==> config.mk <==
export PLATFORM = sky130hd
export DESIGN_NAME = request_queue_flat
export DESIGN_NICKNAME = d
export VERILOG_FILES = /design/src/rtl/request_queue_pkg.sv /design/src/rtl/request_queue_if.sv /design/src/rtl/request_queue_sync_fifo.sv /design/src/rtl/request_queue.sv /design/src/flat_wrapper.sv
export SDC_FILE = /design/constraint.sdc
export NUM_CORES = 1
export LEC_CHECK = 0
export CAP_MARGIN = 20
export CORE_MARGIN = 3
export CORE_UTILIZATION = 40
export DETAILED_ROUTE_END_ITERATION = 12
export PLACE_DENSITY = 0.63
export SYNTH_ARGS = -nofsm -noshare
export SYNTH_HDL_FRONTEND = slang
export SYNTH_SLANG_ARGS = --single-unit
==> constraint.sdc <==
create_clock -name clock -period 2.2 [get_ports clock]
set_input_delay 0.44 -clock clock [delete_from_list [all_inputs] [get_ports clock]]
set_output_delay 0.44 -clock clock [all_outputs]
set_load 0.005 [all_outputs]
==> src/rtl/request_queue_pkg.sv <==
// Shared constants for the request queue: class encodings and default sizes.
package request_queue_pkg;

  // Class tag carried on out_class alongside each popped request word.
  localparam logic CLASS_PRIORITY = 1'b1;
  localparam logic CLASS_NORMAL   = 1'b0;

  // Default geometry used by the top level and the interface.
  localparam int DEF_DATA_WIDTH = 8;
  localparam int DEF_DEPTH      = 4;
  localparam int DEF_AGE_LIMIT  = 4;

  // Which FIFO (if any) is popped in a given cycle.
  typedef enum logic [1:0] {
    POP_NONE = 2'b00,
    POP_NORM = 2'b01,
    POP_PRIO = 2'b10
  } pop_sel_e;

  // Width of a FIFO pointer: one extra bit distinguishes full from empty.
  function automatic int ptr_width(input int depth);
    return $clog2(depth) + 1;
  endfunction

endpackage

==> src/rtl/request_queue_if.sv <==
// Request/grant/output bundle between the request queue and its neighbours.
// The slave side is the queue itself; the master side is the upstream
// producers plus the arbiter grant lines.
interface request_queue_if
  import request_queue_pkg::*;
#(
  parameter int DATA_WIDTH = DEF_DATA_WIDTH
);

  // Producer side
  logic                  prio_push;
  logic [DATA_WIDTH-1:0] prio_data;
  logic                  prio_full;
  logic                  norm_push;
  logic [DATA_WIDTH-1:0] norm_data;
  logic                  norm_full;

  // Arbiter side
  logic                  req_priority;
  logic                  req_normal;
  logic                  grant_priority;
  logic                  grant_normal;

  // Downstream side
  logic                  out_valid;
  logic [DATA_WIDTH-1:0] out_data;
  logic                  out_class;
  logic                  drop;

  modport master (
    output prio_push, prio_data, norm_push, norm_data,
    output grant_priority, grant_normal,
    input  prio_full, norm_full, req_priority, req_normal,
    input  out_valid, out_data, out_class, drop
  );

  modport slave (
    input  prio_push, prio_data, norm_push, norm_data,
    input  grant_priority, grant_normal,
    output prio_full, norm_full, req_priority, req_normal,
    output out_valid, out_data, out_class, drop
  );

endinterface

==> src/rtl/request_queue_sync_fifo.sv <==
// Single-clock FIFO with registered storage and wrap-bit pointers.
// A push while full and a pop while empty are both ignored here, so the
// caller may present raw requests; the head word is available combinationally.
module sync_fifo
  import request_queue_pkg::*;
#(
  parameter int DATA_WIDTH = DEF_DATA_WIDTH,
  parameter int DEPTH      = DEF_DEPTH
) (
  input  logic                  clock,
  input  logic                  reset,
  input  logic                  i_push,
  input  logic                  i_pop,
  input  logic [DATA_WIDTH-1:0] i_data,
  output logic [DATA_WIDTH-1:0] o_data,
  output logic                  o_full,
  output logic                  o_empty
);

  localparam int AW = $clog2(DEPTH);
  localparam int PW = AW + 1;

  logic [PW-1:0]         r_wr_ptr;
  logic [PW-1:0]         r_rd_ptr;
  logic [DATA_WIDTH-1:0] r_mem [DEPTH];

  logic w_full;
  logic w_empty;
  logic w_push_ok;
  logic w_pop_ok;

  // Pointers equal: empty. Pointers differ only in the wrap bit: full.
  assign w_empty   = (r_wr_ptr == r_rd_ptr);
  assign w_full    = (r_wr_ptr[PW-1] != r_rd_ptr[PW-1]) &&
                     (r_wr_ptr[AW-1:0] == r_rd_ptr[AW-1:0]);

  // Full and empty are judged on the state before this edge, so a push to a
  // full FIFO is lost even if the same cycle pops it, and a pop of an empty
  // FIFO is ignored even if the same cycle pushes it.
  assign w_push_ok = i_push && !w_full;
  assign w_pop_ok  = i_pop  && !w_empty;

  // Write pointer advances on every accepted push.
  always_ff @(posedge clock or negedge reset) begin
    if (!reset) begin
      r_wr_ptr <= '0;
    end else if (w_push_ok) begin
      r_wr_ptr <= r_wr_ptr + 1'b1;
    end
  end

  // Read pointer advances on every accepted pop.
  always_ff @(posedge clock or negedge reset) begin
    if (!reset) begin
      r_rd_ptr <= '0;
    end else if (w_pop_ok) begin
      r_rd_ptr <= r_rd_ptr + 1'b1;
    end
  end

  // Storage is not reset; only the pointers define what is valid.
  always_ff @(posedge clock) begin
    if (w_push_ok) begin
      r_mem[r_wr_ptr[AW-1:0]] <= i_data;
    end
  end

  assign o_data  = r_mem[r_rd_ptr[AW-1:0]];
  assign o_full  = w_full;
  assign o_empty = w_empty;

endmodule

==> src/rtl/request_queue.sv <==
// Upstream request buffer for the I/O arbiter. Two independent FIFOs hold
// priority and normal requests; each legal grant pops one head word and
// presents it downstream for a single cycle. An aging counter withholds the
// priority request after AGE_LIMIT consecutive priority pops so that a
// waiting normal request is eventually granted.
module request_queue
  import request_queue_pkg::*;
#(
  parameter int DATA_WIDTH = DEF_DATA_WIDTH,
  parameter int DEPTH      = DEF_DEPTH,
  parameter int AGE_LIMIT  = DEF_AGE_LIMIT
) (
  input  logic               clock,
  input  logic               reset,
  request_queue_if.slave     bus
);

  localparam int AGE_W = $clog2(AGE_LIMIT + 1);

  logic [DATA_WIDTH-1:0] w_prio_head;
  logic [DATA_WIDTH-1:0] w_norm_head;
  logic                  w_prio_full;
  logic                  w_prio_empty;
  logic                  w_norm_full;
  logic                  w_norm_empty;
  logic                  w_age_block;
  logic                  w_prio_pop;
  logic                  w_norm_pop;
  logic                  w_drop;
  pop_sel_e              w_pop_sel;

  logic [AGE_W-1:0]      r_age;
  logic                  r_out_valid;
  logic [DATA_WIDTH-1:0] r_out_data;
  logic                  r_out_class;
  logic                  r_drop;

  sync_fifo #(
    .DATA_WIDTH (DATA_WIDTH),
    .DEPTH      (DEPTH)
  ) u_prio_fifo (
    .clock   (clock),
    .reset   (reset),
    .i_push  (bus.prio_push),
    .i_pop   (w_prio_pop),
    .i_data  (bus.prio_data),
    .o_data  (w_prio_head),
    .o_full  (w_prio_full),
    .o_empty (w_prio_empty)
  );

  sync_fifo #(
    .DATA_WIDTH (DATA_WIDTH),
    .DEPTH      (DEPTH)
  ) u_norm_fifo (
    .clock   (clock),
    .reset   (reset),
    .i_push  (bus.norm_push),
    .i_pop   (w_norm_pop),
    .i_data  (bus.norm_data),
    .o_data  (w_norm_head),
    .o_full  (w_norm_full),
    .o_empty (w_norm_empty)
  );

  assign w_age_block = (r_age == AGE_W'(AGE_LIMIT));

  // Pop steering: priority wins when both grants are legal; a priority grant
  // that is blocked by aging or hits an empty FIFO lets a concurrent normal
  // grant through instead. At most one pop per cycle.
  always_comb begin
    w_pop_sel = POP_NONE;
    if (bus.grant_priority && !w_prio_empty && !w_age_block) begin
      w_pop_sel = POP_PRIO;
    end else if (bus.grant_normal && !w_norm_empty) begin
      w_pop_sel = POP_NORM;
    end
  end

  assign w_prio_pop = (w_pop_sel == POP_PRIO);
  assign w_norm_pop = (w_pop_sel == POP_NORM);

  // A push into a full FIFO is discarded; full is taken before any pop.
  assign w_drop = (bus.prio_push && w_prio_full) || (bus.norm_push && w_norm_full);

  // Aging: count priority pops while normal work waits, saturate at the
  // limit, and restart whenever normal work is served or none is waiting.
  always_ff @(posedge clock or negedge reset) begin
    if (!reset) begin
      r_age <= '0;
    end else if (w_norm_pop || w_norm_empty) begin
      r_age <= '0;
    end else if (w_prio_pop && !w_age_block) begin
      r_age <= r_age + 1'b1;
    end
  end

  // Output strobe: one cycle per pop, carrying the popped word and its class.
  always_ff @(posedge clock or negedge reset) begin
    if (!reset) begin
      r_out_valid <= 1'b0;
      r_out_data  <= '0;
      r_out_class <= CLASS_NORMAL;
    end else begin
      r_out_valid <= w_prio_pop || w_norm_pop;
      if (w_prio_pop) begin
        r_out_data  <= w_prio_head;
        r_out_class <= CLASS_PRIORITY;
      end else if (w_norm_pop) begin
        r_out_data  <= w_norm_head;
        r_out_class <= CLASS_NORMAL;
      end
    end
  end

  // Drop strobe: registered so it lines up with the push edge it reports.
  always_ff @(posedge clock or negedge reset) begin
    if (!reset) begin
      r_drop <= 1'b0;
    end else begin
      r_drop <= w_drop;
    end
  end

  // Request lines and full flags come straight from registered FIFO state,
  // so a push or pop at one edge is reflected right after that edge.
  assign bus.req_normal   = !w_norm_empty;
  assign bus.req_priority = !w_prio_empty && !w_age_block;
  assign bus.prio_full    = w_prio_full;
  assign bus.norm_full    = w_norm_full;
  assign bus.out_valid    = r_out_valid;
  assign bus.out_data     = r_out_data;
  assign bus.out_class    = r_out_class;
  assign bus.drop         = r_drop;

endmodule
==> src/flat_wrapper.sv <==
// flat-port wrapper written by rule: the top's interface ports become plain ports
module request_queue_flat import request_queue_pkg::*;
#(
  parameter int DATA_WIDTH = DEF_DATA_WIDTH,
  parameter int DEPTH      = DEF_DEPTH,
  parameter int AGE_LIMIT  = DEF_AGE_LIMIT
)
  (clock, reset, bus_prio_push, bus_prio_data, bus_norm_push, bus_norm_data, bus_grant_priority, bus_grant_normal, bus_prio_full, bus_norm_full, bus_req_priority, bus_req_normal, bus_out_valid, bus_out_data, bus_out_class, bus_drop);
  request_queue_if #(.DATA_WIDTH(DATA_WIDTH)) bus_i ();
  input  logic clock;
  input  logic reset;
  input wire logic [$bits(bus_i.prio_push)-1:0] bus_prio_push;
  input wire logic [$bits(bus_i.prio_data)-1:0] bus_prio_data;
  input wire logic [$bits(bus_i.norm_push)-1:0] bus_norm_push;
  input wire logic [$bits(bus_i.norm_data)-1:0] bus_norm_data;
  input wire logic [$bits(bus_i.grant_priority)-1:0] bus_grant_priority;
  input wire logic [$bits(bus_i.grant_normal)-1:0] bus_grant_normal;
  output wire logic [$bits(bus_i.prio_full)-1:0] bus_prio_full;
  output wire logic [$bits(bus_i.norm_full)-1:0] bus_norm_full;
  output wire logic [$bits(bus_i.req_priority)-1:0] bus_req_priority;
  output wire logic [$bits(bus_i.req_normal)-1:0] bus_req_normal;
  output wire logic [$bits(bus_i.out_valid)-1:0] bus_out_valid;
  output wire logic [$bits(bus_i.out_data)-1:0] bus_out_data;
  output wire logic [$bits(bus_i.out_class)-1:0] bus_out_class;
  output wire logic [$bits(bus_i.drop)-1:0] bus_drop;
  assign bus_i.prio_push = bus_prio_push;
  assign bus_i.prio_data = bus_prio_data;
  assign bus_i.norm_push = bus_norm_push;
  assign bus_i.norm_data = bus_norm_data;
  assign bus_i.grant_priority = bus_grant_priority;
  assign bus_i.grant_normal = bus_grant_normal;
  assign bus_prio_full = bus_i.prio_full;
  assign bus_norm_full = bus_i.norm_full;
  assign bus_req_priority = bus_i.req_priority;
  assign bus_req_normal = bus_i.req_normal;
  assign bus_out_valid = bus_i.out_valid;
  assign bus_out_data = bus_i.out_data;
  assign bus_out_class = bus_i.out_class;
  assign bus_drop = bus_i.drop;
  request_queue #(.DATA_WIDTH(DATA_WIDTH), .DEPTH(DEPTH), .AGE_LIMIT(AGE_LIMIT)) u_core (.clock(clock), .reset(reset), .bus(bus_i));
endmodule
==> flow_metrics.tcl, run 1 <==
set metrics [dict create \
    globalRouteOverflowTotal 0 \
    nNetsFinal 312 \
    required_ns 1.76 \
    drv_cap 0 \
    p_per_area_nw_per_um2 1420 \
    clock-skew-final_ns 0.0103 \
    diodes 0 \
    grt_pass1_vias 2033 \
    timing_hold_violations_final 0 \
    syn_inst 213 \
    ys_warn_count 0 \
    gp_congestion 0.767 \
    seq_area_frac_synth 0.675 \
    vdd_drop_max_mv 0.621 \
    max_stage_delay_ns 0.42 \
    crit_path_max_fanout 2 \
    rows 34 \
    drtPass1Iterations 4 \
    endpoint_kind "output port" \
    maxSlewViolCount 0 \
    ctsLongestPathBuffers 2 \
    area_delta_synth_final_pct 24.6 \
    track_usage 0.131 \
    worst_pin_slew_ns 0.744 \
    avgSynthCellArea_um2 17.9 \
    htree_levels 3 \
    place_hpwl_um 4400 \
    core-area_um2 8980 \
    io_pins 37 \
    fmax_ghz 0.474 \
    setup_viol 0 \
    initial_utilization 0.425 \
    drt_iter0_drc 79 \
    rsz0062_at_grt "no" \
    io_buffers 36 \
    slew_headroom 0.504 \
    syn_nets 247 \
    grt_start_max_net_pins 27 \
    cts_hold_buf 0 \
    ys_seq_elements 90 \
    routed_wl_um 6460 \
    status "complete, no violations" \
    fp.dieH_um 104 \
    fin_crit_sh 0.960 \
    via_per_inst 4.86 \
    setup_tns_ns 0 \
    slowest_stage "dfrtp_1" \
    postRouteAntennaNets 0 \
    yosysUniqueCellTypes 35 \
    dieWidth_um 104 \
    clock_sinks 90 \
    p_leak_nw 1.78 \
    drc 0 \
    cp-start-kind "flop" \
    cts_buffers 9 \
    arrival_ns 1.67 \
    syn-cell-area_um2 3810 \
    root_buffer "clkbuf_8" \
    holdCritPathClass "in -> async" \
    vias 1989 \
    clock_latency_ns 0.35 \
    grt_pass1_wl_um 10800 \
    cts.reportedPaths.clkPinSlew_ns 0.09 \
    path_class "reg -> out" \
    holdWs_ns 0.449 \
    worstPathCellList "xor2_2 -> or2_4 -> buf_4 -> nor2_4 -> clkdlybuf4s15_1" \
    drive_above_1_share 0.276 \
    min_period_ns 2.11 \
    dieArea_um2 10700 \
    grt_antenna_before_repair 0 \
    cts_tree "built" \
    avgRoutedWirePerCell_um 15.8 \
]
state kept, by name (all words and copies together) (netlist names):
name and count:
u_core.bus.out_class 1, u_core.u_prio_fifo.r_rd_ptr 3, u_core.bus.out_valid 1, u_core.u_norm_fifo.r_wr_ptr 3, u_core.u_prio_fifo.r_mem 32, u_core.bus.drop 1
u_core.bus.out_data 8, u_core.u_prio_fifo.r_wr_ptr 3, u_core.r_age 3, u_core.u_norm_fifo.r_mem 32, u_core.u_norm_fifo.r_rd_ptr 3
logic make-up after synthesis:
group	count (synthesis)	share of synthesized area
XOR/XNOR	16	0.0466
AO/OA/AOI/OAI	22	0.0482
flip-flops	90	0.675
AND/OR/NAND/NOR	30	0.0391
multiplexers	27	0.125
buffers and inverters	16	0.0269
adder cells (fa/ha/maj)	12	0.0394
worst max-delay path, delay by kind of cell (launching register included):
| kind | cells | cell delay [ns] |
|---|---|---|
| XOR/XNOR | 1 | 0.18 |
| AND/OR/NAND/NOR | 2 | 0.35 |
| buffers and inverters | 2 | 0.36 |
| flip-flops | 1 | 0.42 |
per-stage QoR:
stage	utilization	power, mW	instance area [um2]	instances	setup slack, ns
after detailed placement	0.490	5.25	4400	385	0.107
after CTS	0.527	6.80	4730	409	0.00184
after global routing	0.529	7.21	4750	409	0.00209
after global placement	0.490	5.24	4400	385	0.166
after floorplan	-	4.37	3810	213	0.507
final	0.529	6.73	4750	409	0.0884
path summary, 6_finish.rpt:
path / from / end / slack [ns] / cells past startpoint
worst min register to register: u_core.bus.out_class$_DFFE_PN0P_ / u_core.bus.out_class$_DFFE_PN0P_ / 0.52 / 1
worst max-delay path: u_core.u_norm_fifo.r_wr_ptr[0]$_DFFE_PN0P_ / bus_norm_full / 0.09 / 5
worst min-delay path: reset / u_core.u_norm_fifo.r_rd_ptr[2]$_DFFE_PN0P_ / 0.45 / 2
min in group clock: u_core.bus.out_class$_DFFE_PN0P_ / u_core.bus.out_class$_DFFE_PN0P_ / 0.52 / 1
worst max register to register: u_core.u_norm_fifo.r_wr_ptr[1]$_DFFE_PN0P_ / u_core.u_norm_fifo.r_rd_ptr[1]$_DFFE_PN0P_ / 0.27 / 5
max in group asynchronous: reset / u_core.u_prio_fifo.r_wr_ptr[2]$_DFFE_PN0P_ / 1.46 / 2
cell type report:
type,count,area [um2]
Clock buffer,9,124
Clock inverter,7,100
Fill cell,734,4230
Inverter,9,33.8
Multi-Input combinational cell,107,1200
Sequential cell,90,2580
Tap cell,126,158
Timing Repair Buffer,61,561
layout by cell type (no fill, tap or decap), types with 4 or more instances in the layout:
cell type	count
and2_1	8
buf_4	24
clkbuf_8	9
clkdlybuf4s50_1	32
dfrtp_1	22
dfrtp_2	4
edfxtp_1	64
ha_1	12
inv_1	9
mux2i_1	9
mux4_2	16
nand2_1	12
o21ai_1	8
xnor2_1	4
xor2_1	5
xor2_2	4
power breakdown:
group	leakage (nW)	internal [mW]	switching, mW
logic	0.772	1.53	1.29
clock network	0.109	0.650	0.596
registers	0.895	2.36	0.307
total	1.78	4.54	2.20
repair_timing:
action                                  CTS  global route
buffers inserted                          8             0
resized for setup                        15             5
pin swaps                                 6             0
endpoints found under the setup margin    4             2
per-layer routing:
metal	wire length, um	vias up	GRT usage	share of wire
met3	316	10	0.0448	0.049
li1	-	926	-	-
met1	2890	1009	0.175	0.45
met2	3150	44	0.200	0.49
met4	106	0	0.0427	0.016
met5	0	-	0	0
Yosys cell counts, drive strengths merged:
cell    count  share of area
mux2i       9          0.024
ha         12          0.039
o31ai       1         0.0056
inv         9         0.0089
a311oi      1         0.0023
edfxtp     64           0.50
mux2        2         0.0069
a21bo       1         0.0026
o22ai       1         0.0016
and3        1         0.0016
a32oi       1         0.0023
a22o        1         0.0023
xnor2       7          0.026
nand2b      1         0.0016
or2         1         0.0016
dfrtp      26           0.17
or3         1         0.0016
nand2      12          0.012
mux4       16          0.095
buf         7          0.018
xor2        9          0.021
o21ai      10          0.013
o31a        1         0.0026
nor2        5         0.0056
and2        8          0.013
a21o        1         0.0020
a31oi       2          0.011
nor3b       1         0.0020
a21oi       2         0.0026
Power figures use the tool's default switching activity.
==> run 2: changes to the inputs <==
- GPL_TIMING_DRIVEN: default -> 0
==> run 2 against run 1 <==
Effect of this change:
- largest cell class unchanged
- utilization increased by 0.24 points
- clock power grew 10%
- critical endpoint unchanged
- cell count down 1.5%
- die area did not move
- clock skew is essentially flat
- highest routed layer unchanged
- worst hold slack lost 0.010 ns
==> flow_metrics.tcl, run 2 (synthesis gave the netlist of run 1 again) <==
set metrics [dict create \
    status "complete, no violations" \
    regArea_um2 2570 \
    vdd_drop_max_mv 0.524 \
    io_pins 37 \
    cts.reportedPaths.clkPinSlew_ns 0.08 \
    initial_utilization 0.425 \
    vias 1959 \
    dieWidth_um 104 \
    drtPass1Iterations 4 \
    fin_cells 403 \
    htree_levels 3 \
    nNetsFinal 306 \
    holdCritPathClass "in -> async" \
    num-fill-cells 742 \
    fp.dieH_um 104 \
    grt_pass1_wl_um 11100 \
    grt_start_max_net_pins 19 \
    most-common-layout-cells "64 x edfxtp_1, 32 x clkdlybuf4s50_1, 26 x dfrtp_1, 16 x mux4_2" \
    cts_tree "built" \
    maxSlewViolCount 0 \
    dieArea_um2 10700 \
    slew_headroom 0.637 \
    worst_pin_slew_ns 0.542 \
    clock_latency_ns 0.36 \
    rsz0062_at_grt "no" \
    final_util 0.532 \
    via_per_inst 4.86 \
    mostFrequentLayoutCell "edfxtp_1" \
    drt_iter0_drc 88 \
    p_per_area_nw_per_um2 1450 \
    crit_path_max_fanout 3 \
    track_usage 0.135 \
    drc 0 \
    globalRouteOverflowTotal 0 \
    multi_input_area_um2 1190 \
    arrival_ns 1.69 \
    min_period_ns 2.13 \
    core-area_um2 8980 \
    routed_wl_um 6840 \
    io_buffers 36 \
    required_ns 1.76 \
    endpoint_kind "output port" \
    place_area_um2 4360 \
    place_hpwl_um 4550 \
    clock-skew-final_ns 0.0100 \
    ctsLongestPathBuffers 2 \
    p_leak_nw 1.78 \
    fmax_ghz 0.469 \
    grt_pass1_vias 2056 \
    postRouteAntennaNets 0 \
    drv_cap 0 \
    path_class "reg -> out" \
    avgRoutedWirePerCell_um 17.0 \
    timing_hold_violations_final 0 \
    regToRegSetupSlack_ns 0.24 \
    diodes 0 \
    total_power_mw 6.90 \
    finish.instance_area_um2 4770 \
    setup_viol 0 \
    area_delta_synth_final_pct 25.2 \
    placed_cells 376 \
    gp_congestion 0.775 \
    cp-start-kind "flop" \
    fin_crit_sh 0.968 \
    rows 34 \
    cts_buffers 9 \
    grt_antenna_before_repair 0 \
    root_buffer "clkbuf_8" \
    drive_above_1_share 0.242 \
    clock_sinks 90 \
]
[run 2: metrics by stage]
stage	setup TNS, ns	worst slack, ns	hold slack (ns)
after detailed placement	-0.0569	-0.0393	0.516
after CTS	0	0.0126	0.437
final	0	0.0699	0.438
after global placement	-0.0182	-0.0138	0.511
after global routing	0	0.00165	0.456
after floorplan	0	0.507	0.144
[run 2: critical path, stage by stage (launching register included)]
cell and delay [ns]:
dfrtp_1 0.41, buf_12 0.14, xor2_4 0.18, or2_4 0.26, buf_4 0.15, nor2_4 0.10, buf_6 0.10
[run 2: layer usage]
metal	global-route usage	wire, um	vias up
li1	-	-	910
met1	0.178	3070	999
met5	0	0	-
met2	0.213	3400	41
met4	0.0484	87	0
met3	0.0386	275	9
[run 2: path summary, 6_finish.rpt]
path / to / cells after the start / start
min: u_core.r_age[2]$_DFFE_PN0P_ / 1 / reset
max reg2reg: u_core.u_prio_fifo.r_mem[3][7]$_DFFE_PP_ / 5 / u_core.u_prio_fifo.r_rd_ptr[0]$_DFFE_PN0P_
min reg2reg: u_core.bus.out_class$_DFFE_PN0P_ / 1 / u_core.bus.out_class$_DFFE_PN0P_
max in group asynchronous: u_core.u_prio_fifo.r_rd_ptr[1]$_DFFE_PN0P_ / 2 / reset
min in group clock: u_core.bus.out_class$_DFFE_PN0P_ / 1 / u_core.bus.out_class$_DFFE_PN0P_
max: bus_norm_full / 6 / u_core.u_norm_fifo.r_rd_ptr[0]$_DFFE_PN0P_
[run 2: report_power, final]
| part | leakage (nW) | total, mW | internal, mW | switching [mW] |
|---|---|---|---|---|
| clock network | 0.126 | 1.38 | 0.798 | 0.583 |
| registers | 0.899 | 2.65 | 2.36 | 0.295 |
| logic | 0.752 | 2.86 | 1.53 | 1.34 |
| total | 1.78 | 6.90 | 4.68 | 2.22 |
[run 2: repair_timing]
item / 4_1_cts / 5_1_grt
hold buffers: 0 / 0
endpoints found under the hold margin: 0 / 0
gates resized for setup: 24 / 1
pin swaps: 4 / 1
setup buffers: 10 / 1
endpoints found under the setup margin: 4 / 2
[run 2: cell type report]
type / instances / area share
Timing Repair Buffer: 48 / 0.0983
Sequential cell: 90 / 0.539
Clock inverter: 5 / 0.0231
Tap cell: 126 / 0.0330
Buffer: 7 / 0.0197
Multi-Input combinational cell: 107 / 0.250
Clock buffer: 11 / 0.0296
Inverter: 9 / 0.00708
==> run 3: changes to the inputs <==
- CORE_UTILIZATION: 40 -> 56
- PLACE_DENSITY: 0.63 -> 0.82
==> run 3 against run 2 <==
Effect of this change:
- combinational power fell by 3%
- worst hold slack got worse by 0.049 ns
- critical path type unchanged
- sequential share of layout area rose by 1.4 points
- flip-flop and latch count did not move
- critical endpoint unchanged
- die area fell by 27%
- wire length fell by 4.7%
- setup slack got worse by 0.019 ns
- via count rose by 0.77%
- largest cell class unchanged
==> flow_metrics.tcl, run 3 (synthesis gave the netlist of run 1 again) <==
set metrics [dict create \
    io_buffers 36 \
    clock_sinks 90 \
    clock_latency_ns 0.36 \
    nNetsFinal 302 \
    dieArea_um2 7830 \
    p_per_area_nw_per_um2 1440 \
    min_period_ns 2.15 \
    grt_pass1_wl_um 10400 \
    cp-start-kind "flop" \
    endpoint_kind "output port" \
    dieWidth_um 88.5 \
    status "complete, no violations" \
    core-area_um2 6460 \
    reg2reg_depth 5 \
    fmax_ghz 0.465 \
    drive_above_1_share 0.242 \
    most-common-layout-cells "64 x edfxtp_1, 32 x clkdlybuf4s50_1, 25 x dfrtp_1, 16 x mux4_2" \
    grt_start_max_net_pins 21 \
    timing_hold_violations_final 0 \
    setup_tns_ns 0 \
    p_leak_nw 1.73 \
    via_per_inst 5.64 \
    cts_hold_buf 0 \
    path_class "reg -> out" \
    rsz0062_at_grt "yes" \
    cts_buffers 9 \
    fin_crit_sh 0.977 \
    avgRoutedWirePerCell_um 18.6 \
    area_delta_synth_final_pct 22.0 \
    regToRegSetupSlack_ns 0.24 \
    grt_pass1_vias 2057 \
    routed_wl_um 6520 \
    diodes 0 \
    initial_utilization 0.590 \
    drtPass1Iterations 4 \
    root_buffer "clkbuf_8" \
    globalRouteOverflowTotal 0 \
    gp_congestion 0.772 \
    vias 1974 \
    fp.dieH_um 88.5 \
    required_ns 1.76 \
    rows 29 \
    io_pins 37 \
    htree_levels 3 \
    num-fill-cells 420 \
    cts_tree "built" \
    track_usage 0.188 \
    mostFrequentLayoutCell "edfxtp_1" \
    holdCritPathClass "in -> async" \
    holdWs_ns 0.389 \
    drv_cap 0 \
    postRouteAntennaNets 0 \
    clock-skew-final_ns 0.0142 \
    drt_iter0_drc 86 \
    setup_viol 0 \
    place_area_um2 4300 \
    place_hpwl_um 4380 \
    crit_path_max_fanout 3 \
    vdd_drop_max_mv 0.804 \
    slew_headroom 0.616 \
    grt_antenna_before_repair 0 \
    finish.instance_area_um2 4650 \
    maxSlewViolCount 0 \
    rr_endpoint "u_core.u_prio_fifo.r_mem[3][5]$_DFFE_PP_" \
    r2r-start "u_core.u_prio_fifo.r_rd_ptr[0]$_DFFE_PN0P_" \
    worst_pin_slew_ns 0.574 \
    arrival_ns 1.71 \
    drc 0 \
    cts.reportedPaths.clkPinSlew_ns 0.09 \
    ctsLongestPathBuffers 2 \
]
==> run 3: how the worst max path moves through the flow <==
stage                                                           from                                        to  slack (ns)  cells past startpoint
after floorplan           u_core.u_norm_fifo.r_rd_ptr[0]$_DFFE_PN0P_  u_core.u_norm_fifo.r_mem[3][0]$_DFFE_PP_        0.51                      4
final                     u_core.u_norm_fifo.r_rd_ptr[0]$_DFFE_PN0P_                             bus_norm_full        0.05                      6
after global routing      u_core.u_norm_fifo.r_rd_ptr[0]$_DFFE_PN0P_                             bus_norm_full       -0.01                      6
after detailed placement  u_core.u_norm_fifo.r_rd_ptr[1]$_DFFE_PN0P_                             bus_norm_full       -0.03                      5
after global placement    u_core.u_norm_fifo.r_rd_ptr[0]$_DFFE_PN0P_                             bus_norm_full      -0.001                      5
after CTS                 u_core.u_norm_fifo.r_rd_ptr[0]$_DFFE_PN0P_                             bus_norm_full       0.006                      6
==> run 3: per-layer routing <==
metal,global-route usage,up-vias,part of all wire
li1,-,907,-
met1,0.251,1012,0.44
met2,0.300,44,0.51
met3,0.0493,11,0.042
met4,0.0742,0,0.014
met5,0,-,0
==> run 3: cell type report <==
type / count / area, um2 / area share
Timing Repair Buffer: 45 / 439 / 0.0944
Sequential cell: 90 / 2570 / 0.553
Buffer: 6 / 78.8 / 0.0169
Clock inverter: 7 / 100 / 0.0215
Tap cell: 77 / 96.3 / 0.0207
Clock buffer: 9 / 124 / 0.0266
Inverter: 9 / 33.8 / 0.00726
Multi-Input combinational cell: 107 / 1200 / 0.259
==> run 3: where the power goes <==
| part | switching [mW] | total, mW | internal, mW |
|---|---|---|---|
| registers | 0.324 | 2.68 | 2.36 |
| clock network | 0.602 | 1.25 | 0.647 |
| logic | 1.32 | 2.78 | 1.47 |
| total | 2.24 | 6.72 | 4.47 |
==> run 3: what timing repair did <==
item                       CTS  global route
resized for setup           23             4
setup buffers                8             0
setup endpoints to repair    4             2
pin swaps                    5             1
==> run 3: through the flow <==
step	setup WS, ns	total power [mW]	utilization	std cells
floorplan	0.507	4.37	-	213
global placement	-0.000969	5.09	0.661	326
detailed placement	-0.0294	5.19	0.665	327
CTS	0.00584	6.75	0.720	351
global route	-0.0105	7.14	0.720	350
finish	0.0513	6.72	0.720	350
==> run 3: worst max-delay path: stages (launching register included) <==
cell and delay [ns]:
dfrtp_1 0.41, buf_12 0.14, xor2_4 0.18, or2_4 0.27, buf_6 0.13, nor2_4 0.09
buf_2 0.12
